==> src/rtl/branch_pkg.sv <==
// rtl/branch_pkg.sv - shared constants and types for the branch resolver
// Purpose: opcode/funct3 encodings, 2-bit counter values and FSM state enum
//          used by branch_resolver and branch_pht.
// Ports:   none (package).
package branch_pkg;

  localparam logic [6:0] OPC_BRANCH = 7'b1100011;

  localparam logic [2:0] F3_BEQ  = 3'b000;
  localparam logic [2:0] F3_BNE  = 3'b001;
  localparam logic [2:0] F3_BLT  = 3'b100;
  localparam logic [2:0] F3_BGE  = 3'b101;
  localparam logic [2:0] F3_BLTU = 3'b110;
  localparam logic [2:0] F3_BGEU = 3'b111;

  localparam logic [1:0] CTR_SNT = 2'b00;
  localparam logic [1:0] CTR_WNT = 2'b01;
  localparam logic [1:0] CTR_WT  = 2'b10;
  localparam logic [1:0] CTR_ST  = 2'b11;

  typedef enum logic {
    ST_IDLE,
    ST_FLUSH
  } state_e;

endpackage

==> src/rtl/branch_pht.sv <==
// rtl/branch_pht.sv - pattern history table of 2-bit saturating counters
// Purpose: counter array with one combinational read port and one
//          synchronous train port (saturating increment/decrement).
// Ports:
//   clk_i        clock
//   rst_ni       synchronous active-low reset, all counters -> CTR_WNT
//   rd_idx_i     read index
//   rd_ctr_o     counter at rd_idx_i (pre-update value on same-cycle write)
//   wr_en_i      train enable
//   wr_idx_i     train index
//   wr_taken_i   1: increment, 0: decrement
module branch_pht
  import branch_pkg::*;
#(
  parameter int ENTRIES = 64,
  localparam int IDX_W  = $clog2(ENTRIES)
) (
  input  logic             clk_i,
  input  logic             rst_ni,
  input  logic [IDX_W-1:0] rd_idx_i,
  output logic [1:0]       rd_ctr_o,
  input  logic             wr_en_i,
  input  logic [IDX_W-1:0] wr_idx_i,
  input  logic             wr_taken_i
);

  logic [1:0] ctr_q [ENTRIES];
  logic [1:0] wr_old;
  logic [1:0] wr_ctr_d;

  assign rd_ctr_o = ctr_q[rd_idx_i];
  assign wr_old   = ctr_q[wr_idx_i];

  always_comb begin
    wr_ctr_d = wr_old;
    if (wr_taken_i) begin
      if (wr_old != CTR_ST) wr_ctr_d = wr_old + 2'd1;
    end else begin
      if (wr_old != CTR_SNT) wr_ctr_d = wr_old - 2'd1;
    end
  end

  always_ff @(posedge clk_i) begin
    if (!rst_ni) begin
      for (int i = 0; i < ENTRIES; i++) ctr_q[i] <= CTR_WNT;
    end else if (wr_en_i) begin
      ctr_q[wr_idx_i] <= wr_ctr_d;
    end
  end

endmodule

==> src/rtl/branch_resolver.sv <==
// rtl/branch_resolver.sv - ID-stage branch resolution, redirect/flush and PHT owner
// Purpose: evaluates conditional branches in ID, compares with the IF
//          prediction, issues a registered redirect + multi-cycle flush on a
//          mispredict, and trains the PHT that IF reads.
// Optional: BRANCH_RESOLVER_STATS_EN adds stat_branches / stat_mispredicts.
// Ports:
//   clk, rst (sync active-low), stall
//   if_pc -> pred_taken               IF-side PHT lookup (combinational)
//   id_valid, id_pc, id_instr,
//   id_rs1_val, id_rs2_val,
//   id_predicted_taken -> branch_taken  ID-side resolution (combinational)
//   redirect, redirect_pc, flush      registered pipeline control
//   stat_branches, stat_mispredicts   32-bit counters (optional)
module branch_resolver
  import branch_pkg::*;
#(
  parameter int PHT_ENTRIES  = 64,
  parameter int FLUSH_CYCLES = 1
) (
  input  logic        clk,
  input  logic        rst,
  input  logic        stall,
  input  logic [63:0] if_pc,
  output logic        pred_taken,
  input  logic        id_valid,
  input  logic [63:0] id_pc,
  input  logic [31:0] id_instr,
  input  logic [63:0] id_rs1_val,
  input  logic [63:0] id_rs2_val,
  input  logic        id_predicted_taken,
  output logic        branch_taken,
  output logic        redirect,
  output logic [63:0] redirect_pc,
  output logic        flush
`ifdef BRANCH_RESOLVER_STATS_EN
  ,
  output logic [31:0] stat_branches,
  output logic [31:0] stat_mispredicts
`endif
);

  localparam int         IDX_W      = $clog2(PHT_ENTRIES);
  localparam logic [2:0] FLUSH_INIT = 3'(FLUSH_CYCLES);

  logic [6:0]  opcode;
  logic [2:0]  funct3;
  logic [63:0] imm;
  logic [63:0] target;
  logic [63:0] fallthrough;
  logic        f3_ok;
  logic        cond;
  logic        is_branch;
  logic        resolve;
  logic        mispredict;
  logic [1:0]  rd_ctr;

  state_e      state_q, state_d;
  logic [2:0]  cnt_q, cnt_d;
  logic        redirect_q, redirect_d;
  logic [63:0] redirect_pc_q, redirect_pc_d;
  logic        flush_q, flush_d;

  // Register-index fields and PC bits outside the PHT index are not needed.
  logic unused_bits;
  assign unused_bits = ^{if_pc[63:IDX_W+2], if_pc[1:0], id_instr[24:15]};

  assign opcode      = id_instr[6:0];
  assign funct3      = id_instr[14:12];
  assign imm         = {{51{id_instr[31]}}, id_instr[31], id_instr[7],
                        id_instr[30:25], id_instr[11:8], 1'b0};
  assign target      = id_pc + imm;
  assign fallthrough = id_pc + 64'd4;

  always_comb begin
    f3_ok = 1'b1;
    cond  = 1'b0;
    unique case (funct3)
      F3_BEQ:  cond = (id_rs1_val == id_rs2_val);
      F3_BNE:  cond = (id_rs1_val != id_rs2_val);
      F3_BLT:  cond = ($signed(id_rs1_val) <  $signed(id_rs2_val));
      F3_BGE:  cond = ($signed(id_rs1_val) >= $signed(id_rs2_val));
      F3_BLTU: cond = (id_rs1_val <  id_rs2_val);
      F3_BGEU: cond = (id_rs1_val >= id_rs2_val);
      default: f3_ok = 1'b0;
    endcase
  end

  assign is_branch    = id_valid && (opcode == OPC_BRANCH) && f3_ok;
  assign branch_taken = is_branch && cond;
  // Resolution (and training) only happens in IDLE with the pipe moving.
  assign resolve      = is_branch && !stall && (state_q == ST_IDLE);
  assign mispredict   = resolve && (branch_taken != id_predicted_taken);

  branch_pht #(
    .ENTRIES (PHT_ENTRIES)
  ) u_pht (
    .clk_i      (clk),
    .rst_ni     (rst),
    .rd_idx_i   (if_pc[IDX_W+1:2]),
    .rd_ctr_o   (rd_ctr),
    .wr_en_i    (resolve),
    .wr_idx_i   (id_pc[IDX_W+1:2]),
    .wr_taken_i (branch_taken)
  );

  assign pred_taken = rd_ctr[1];

  always_comb begin
    state_d       = state_q;
    cnt_d         = cnt_q;
    redirect_d    = 1'b0;
    redirect_pc_d = redirect_pc_q;
    unique case (state_q)
      ST_IDLE: begin
        if (mispredict) begin
          state_d       = ST_FLUSH;
          cnt_d         = FLUSH_INIT;
          redirect_d    = 1'b1;
          redirect_pc_d = branch_taken ? target : fallthrough;
        end
      end
      ST_FLUSH: begin
        // Counts down regardless of stall; the cycle holding 1 is the last.
        if (cnt_q <= 3'd1) begin
          cnt_d   = 3'd0;
          state_d = ST_IDLE;
        end else begin
          cnt_d = cnt_q - 3'd1;
        end
      end
      default: begin
        state_d = ST_IDLE;
        cnt_d   = 3'd0;
      end
    endcase
    flush_d = (state_d == ST_FLUSH);
  end

  always_ff @(posedge clk) begin
    if (!rst) begin
      state_q       <= ST_IDLE;
      cnt_q         <= 3'd0;
      redirect_q    <= 1'b0;
      redirect_pc_q <= 64'd0;
      flush_q       <= 1'b0;
    end else begin
      state_q       <= state_d;
      cnt_q         <= cnt_d;
      redirect_q    <= redirect_d;
      redirect_pc_q <= redirect_pc_d;
      flush_q       <= flush_d;
    end
  end

  assign redirect    = redirect_q;
  assign redirect_pc = redirect_pc_q;
  assign flush       = flush_q;

`ifdef BRANCH_RESOLVER_STATS_EN
  logic [31:0] stat_br_q;
  logic [31:0] stat_mp_q;

  always_ff @(posedge clk) begin
    if (!rst) begin
      stat_br_q <= 32'd0;
      stat_mp_q <= 32'd0;
    end else begin
      if (resolve)    stat_br_q <= stat_br_q + 32'd1;
      if (mispredict) stat_mp_q <= stat_mp_q + 32'd1;
    end
  end

  assign stat_branches    = stat_br_q;
  assign stat_mispredicts = stat_mp_q;
`endif

endmodule

==> config.mk <==
export PLATFORM = sky130hd
export DESIGN_NAME = branch_resolver
export DESIGN_NICKNAME = d
export VERILOG_FILES = /design/src/rtl/branch_pkg.sv /design/src/rtl/branch_pht.sv /design/src/rtl/branch_resolver.sv
export SDC_FILE = /design/constraint.sdc
export NUM_CORES = 1
export LEC_CHECK = 0
export ABC_AREA = 0
export CAP_MARGIN = 20
export CORE_MARGIN = 5
export CORE_UTILIZATION = 47
export CTS_CLUSTER_SIZE = 25
export DETAILED_ROUTE_END_ITERATION = 7
export PLACE_DENSITY = 0.78
export SYNTH_ARGS = -nofsm -noshare
export SYNTH_HDL_FRONTEND = slang
export SYNTH_SLANG_ARGS = --single-unit
==> constraint.sdc <==
create_clock -name clk -period 5.35 [get_ports clk]
set_clock_uncertainty 0.15 [all_clocks]
set_input_delay 1.3375 -clock clk [delete_from_list [all_inputs] [get_ports clk]]
set_output_delay 1.3375 -clock clk [all_outputs]
set_load 0.02 [all_outputs]
After elaboration in Yosys (flattened, before gate mapping)
Memories as Yosys holds them, arrays and structs flattened.
Index checks and enable logic that the tools add are counted.
{ "totals": {"register_bits": 69, "ram_bits": 128, "in_bits": 293, "elab_cells": 60, "mem_count": 1} }
{ "mem_list": {"columns": ["memory", "words", "word_bits", "read_ports", "rd_ports_with_merged_regs", "wr", "line", "text"], "rows": [
  ["u_pht.ctr_q", 64, 2, 2, 0, 64, "branch_pht.sv:27", "logic [1:0] ctr_q [ENTRIES];"]
]} }
{ "classes": {"add_sub_neg": 5, "n_lt_le_gt_ge": 5, "eq_ne": 11, "muxes": 19, "n_bitwise": 2, "n_reduce_logical": 13} }
{ "ops": {"columns": ["op", "count"], "rows": [
  ["$ge 64x64->1", 2],
  ["$lt 64x64->1", 2],
  ["$add 64x3->64 const B", 1],
  ["$add 64x64->64", 1],
  ["$eq 64x64->1", 1],
  ["$mux 64", 1],
  ["$ne 64x64->1", 1],
  ["$eq 3x3->1 const B", 4],
  ["$mux 1", 8],
  ["$mux 2", 4],
  ["$eq 7x7->1 const B", 1],
  ["$logic_and 1x1->1", 6],
  ["$mux 3", 2],
  ["$mux 6", 1],
  ["$pmux 1 s6", 1],
  ["$pmux 3 s2", 1],
  ["$reduce_or 6->1", 1],
  ["$ne 2x2->1 const B", 2],
  ["$reduce_or 2->1", 2],
  ["$eq 3x1->1 const B", 1],
  ["$le 3x1->1 const B", 1],
  ["$logic_not 3->1", 1],
  ["$sub 3x1->3 const B", 1],
  ["$add 2x1->2 const B", 1],
  ["7 further kinds", 8]
]} }

Depth between registers and ports, before layout
Gate-level depths: netlist of run 1.
{ "logic_depth": {"word_depth": 11, "ltp_mapped": 15, "depth_no_buf": 14} }

By module
From an unflattened synthesis of run 1, not the netlist that was laid out.
{ "hier_totals": {"cells_unflattened": 1985, "area_unflattened_um2": 17230.3} }
{ "modules_own_cells": {"columns": ["module", "instances", "cells_per_inst", "area_per_inst_um2", "seq_area_each_um2"], "rows": [
  ["branch_resolver", 1, 1337, 9656.8, 1381.3],
  ["branch_pht", 1, 648, 7573.5, 3843.7]
]} }

Least setup slack after synthesis of run 1
OpenSTA, ideal clock, no wires.
{ "synth_path": {"path_kind": "input-to-output", "from": "input port id_rs2_val[23]", "to": "output port branch_taken", "arrival_time_ps": 3873, "setup_slack_ps": -11, "cell_stages": 11, "path_buffers": 1, "path_cell_list": "inv_1 ha_1 nand4_1 or4_1 or4_4 and4_1 o21a_1 nor3_2 nand2_1 inv_1 buf_2"} }
{ "synth_between": {"elab_chain_len": 3, "elab_cells_between_ends": 8, "classes_between": "4 x order compare; 2 x eq/ne; 1 x mux; 1 x reduce/logical"} }
{ "synth_rtl": {"columns": ["element", "line", "text"], "rows": [
  ["from (decl)", "branch_resolver.sv:29", "input logic [63:0] id_rs2_val,"],
  ["$ge 64x64->1, or another cell as far along", "branch_resolver.sv:83", "F3_BGEU: cond = (id_rs1_val >= id_rs2_val);"],
  ["$pmux 1 s6 *", "branch_resolver.sv:77", "unique case (funct3)"],
  ["$logic_and 1x1->1 *", "branch_resolver.sv:89", "assign branch_taken = is_branch && cond;"],
  ["to (decl)", "branch_resolver.sv:31", "output logic branch_taken,"]
]} }
Every way passes the cells marked *; elsewhere a longest branch is shown, timed or not.

Final worst setup path of run 1
{ "layout_path": {"from": "input port id_rs2_val[22]", "to": "output port branch_taken"} }
The elaborated chain is that of the path after synthesis.

==> metrics.csv, run 1 <==
stage,metric,value,unit
logic_synthesis,Post-synth EDFFs,128,
floorplan,Die H,194,µm
worst_setup_path,r2r worst-path depth,10,
place,dpl cells,2613,
logic_synthesis,Syn Nets,2311,
floorplan,Starting Density,0.477,
clock_network,worst skew pair latency,0.46,ns
layout,layout cell share with drive strength beyond 1,0.170,
layout,most frequent cells in the layout,"nand2_1, clkdlybuf4s50_1, a21oi_1",
layout,register area,0.00523,mm²
timing,Fin. Hold Viols,0,
floorplan,Rows,67,
layout,"commonest non-fill, non-tap cell in the layout",nand2_1,
timing,final slew viol count,0,
worst_setup_path,worst endpoint required time,3.86,ns
drt,via count,16335,
place,Post-DP HPWL,42200,µm
global_routing,initial antenna violation count,5,
logic_synthesis,post-synthesis adder-cell area fraction,0.104,
logic_synthesis,largest family of logic cells by synthesized area,compound AO/OA/AOI/OAI gates,
pwr,P per Cell Area,198,mW/mm²
timing,Final Cycle Share,1.01,
logic_synthesis,post-synthesis sequential area ratio,0.327,
worst_setup_path,Setup CP Type,input port to output pin,
clock_network,# clock sinks,197,
worst_hold_path,Worst Min Path Start,redirect_pc[42],
timing,RSZ-0062 raised after global routing,yes,
clock_network,CTS tree,yes,
flow_run,maxcap violations,0,
drt,post-DR wirelength/cell,21.2,µm
global_routing,largest net degree at the start of global routing,74,
pwr,Leak,0.00782,µW
status,outcome,finished with violations,
floorplan,Core ar.,0.0335,mm²
place,IO Port Bufs,292,
logic_synthesis,Ys Warns,0,
timing,worst-margin pin slew,0.818,ns
clock_network,Worst-path clk slew,0.09,ns
worst_setup_path,Worst R2R End,u_pht.ctr_q[14][0],
timing,worst slew margin relative to its limit,0.452,
logic_synthesis,asr flop ratio synth,0,
worst_setup_path,crit path launch type,input port,
clock_network,clock buffer depth,2,
global_routing,global route hottest layer,met2,
global_routing,met1 Usage GRT,0.357,
global_routing,met2 Resource Use GR,0.487,
worst_hold_path,hold path cells,2,
drt,routed wire length,56400,µm
floorplan,boundary pin count,361,
logic_synthesis,Mapped Area,0.0160,mm²
worst_setup_path,worst reg-to-reg setup slack,2.60,ns
global_routing,met3 usage,0.0476,
pwr,worst vdd ir,0.243,mV
worst_setup_path,Critical Path End Type,output pin,
logic_synthesis,Post-Syn Instances,1888,
clock_network,H-Tree Depth,4,
floorplan,Die Area,0.0378,mm²
drt,Antenna Nets Post-Route,0,
global_routing,first-pass GRT wire length,87300,µm
timing,Final Setup Violations,1,
logic_synthesis,XOR/XNOR share of the synthesized area,0.0630,
place,routability cong.,0.981,
timing,timing-limited maximum frequency,186,MHz
logic_synthesis,Unique masters post-synth,82,
global_routing,total global routing overflow,0,
drt,drt first-iter violations,1631,
status,failing checks,negative setup slack,
clock_network,clock root buffer master,clkbuf_16,
logic_synthesis,Simple-Gate Fraction of Synth Area,0.203,
timing,fin crit period,5.38,ns
clock_network,# hold bufs at CTS,0,
drt,DR vias/cell,6.13,
drt,TritonRoute pass-1 iters,6,
global_routing,vias in the first global route,16386,
logic_synthesis,Compound-Gate Fraction of Synth Area,0.216,
worst_hold_path,hold endpoint,redirect_pc[42],
layout,Multi-input gate area,0.0107,mm²
layout,Area Overhead vs Synth,32.4,%
timing,Final WS setup,-0.0305,ns
logic_synthesis,mux cell area share after synthesis,0.0351,
worst_hold_path,Worst Hold Class,flop to flop,
layout,# fillers,2840,
layout,final net count,2622,
drt,Residual DRC,0,
clock_network,Num CTS Buffers,17,
logic_synthesis,Post-Syn Area per Cell,8.47,µm²
layout,Final Instance Count excl. Fillers,2666,
floorplan,Die Wd,194,µm
global_routing,GRT Total Usage,0.283,
worst_setup_path,Critical R2R Launch,u_pht.ctr_q[6][0],
worst_setup_path,crit path DAT,3.89,ns
worst_setup_path,Critical Path Fanout Max,3,
logic_synthesis,flop and latch count out of synthesis,197,
logic_synthesis,main flop type after synthesis,edfxtp_1,
timing,Setup TNS Final,-0.0305,ns
[state kept, by name (all words and copies together), names as in the netlist]
signal       count
cnt_q            3
flush            1
redirect         1
redirect_pc     64
u_pht.ctr_q    128
[Yosys cell counts (57+ instances only)]
cell type / n / area share
a21oi_1: 147 / 0.046
a22oi_1: 58 / 0.027
clkbuf_1: 83 / 0.019
dfxtp_1: 69 / 0.086
edfxtp_1: 128 / 0.24
ha_1: 129 / 0.10
inv_1: 94 / 0.022
nand2_1: 242 / 0.057
nand3_1: 82 / 0.026
nand4_1: 64 / 0.025
nor2_1: 124 / 0.029
nor3_1: 58 / 0.018
o21ai_0: 101 / 0.032
xnor2_1: 58 / 0.032
xor2_1: 57 / 0.031
[cell type report]
class / instances / area share
sequential: 197 / 0.247
multi-input combinational: 1480 / 0.505
clock buffer: 17 / 0.0201
tap: 448 / 0.0265
clock inverter: 15 / 0.00928
antenna: 6 / 0.000709
inverter: 96 / 0.0175
timing repair buffer: 407 / 0.174
[critical path: stages]
cell and delay, ns:
buf_8 0.08, inv_4 0.03, ha_4 0.25, nand4_1 0.14, or4_4 0.57, or4_4 0.56
buf_6 0.14, nor3b_4 0.14, nor2_1 0.10, and4bb_1 0.25, nand2_4 0.08, inv_4 0.09
buf_6 0.12
[kinds of logic after synthesis]
logic type / after synthesis
compound gates: 527
xor+xnor: 115
fa+ha+maj: 132
buf+inv: 211
flops: 197
mux: 28
simple gates: 678
[report_power, final]
group          switching (µW)  total, µW  internal (µW)
Combinational             646       1180            530
Clock                     722       1370            647
Sequential               11.1       1640           1630
[how the worst max path moves through the flow]
| stage | from | end | slack [ns] | cells past startpoint |
|---|---|---|---|---|
| finish | id_rs2_val[22] | branch_taken | -0.03 | 13 |
| global route | id_rs1_val[63] | branch_taken | -0.12 | 13 |
| CTS | id_rs2_val[52] | branch_taken | -0.06 | 13 |
| detailed placement | id_rs2_val[62] | branch_taken | -1.13 | 13 |
| global placement | id_rs2_val[22] | branch_taken | -1.04 | 12 |
| floorplan | id_rs2_val[23] | branch_taken | 0.04 | 11 |
[per-layer routing]
layer	routed length, µm	vias to the layer above
met2	27600	833
li1	-	7639
met3	4740	154
met4	2200	0
met5	0	-
met1	21900	7709
[metrics by stage]
stage               power, µW  cell area, µm²  setup slack, ns  hold slack, ns  utilization
floorplan                2320           16000           0.0397           0.338            -
global placement         2760           19900            -1.04           0.294        0.593
detailed placement       2780           19900            -1.13           0.297        0.593
CTS                      4150           21100          -0.0646           0.310        0.630
global route             4340           21200           -0.116           0.331        0.631
finish                   4190           21200          -0.0305           0.308        0.631
[timing repair]
item,4_1_cts,5_1_grt
resized for setup,294,98
setup endpoints to repair,79,16
gates cloned,1,0
hold endpoints to repair,0,0
setup buffers,9,5
pin swaps,46,42
Note: power is estimated with default switching activity, not from simulation.
==> run 2, diff against run 1 <==
Settings changed: SLEW_MARGIN from default to 5.
==> results of run 2 <==
The final DEF is identical to that of run 1; final timing and power are the same.
==> run 3, diff against run 2 <==
Settings changed: CTS_CLUSTER_SIZE 25 to 40.
==> results of run 3 <==
The final DEF is identical to that of run 1; final timing and power are the same.
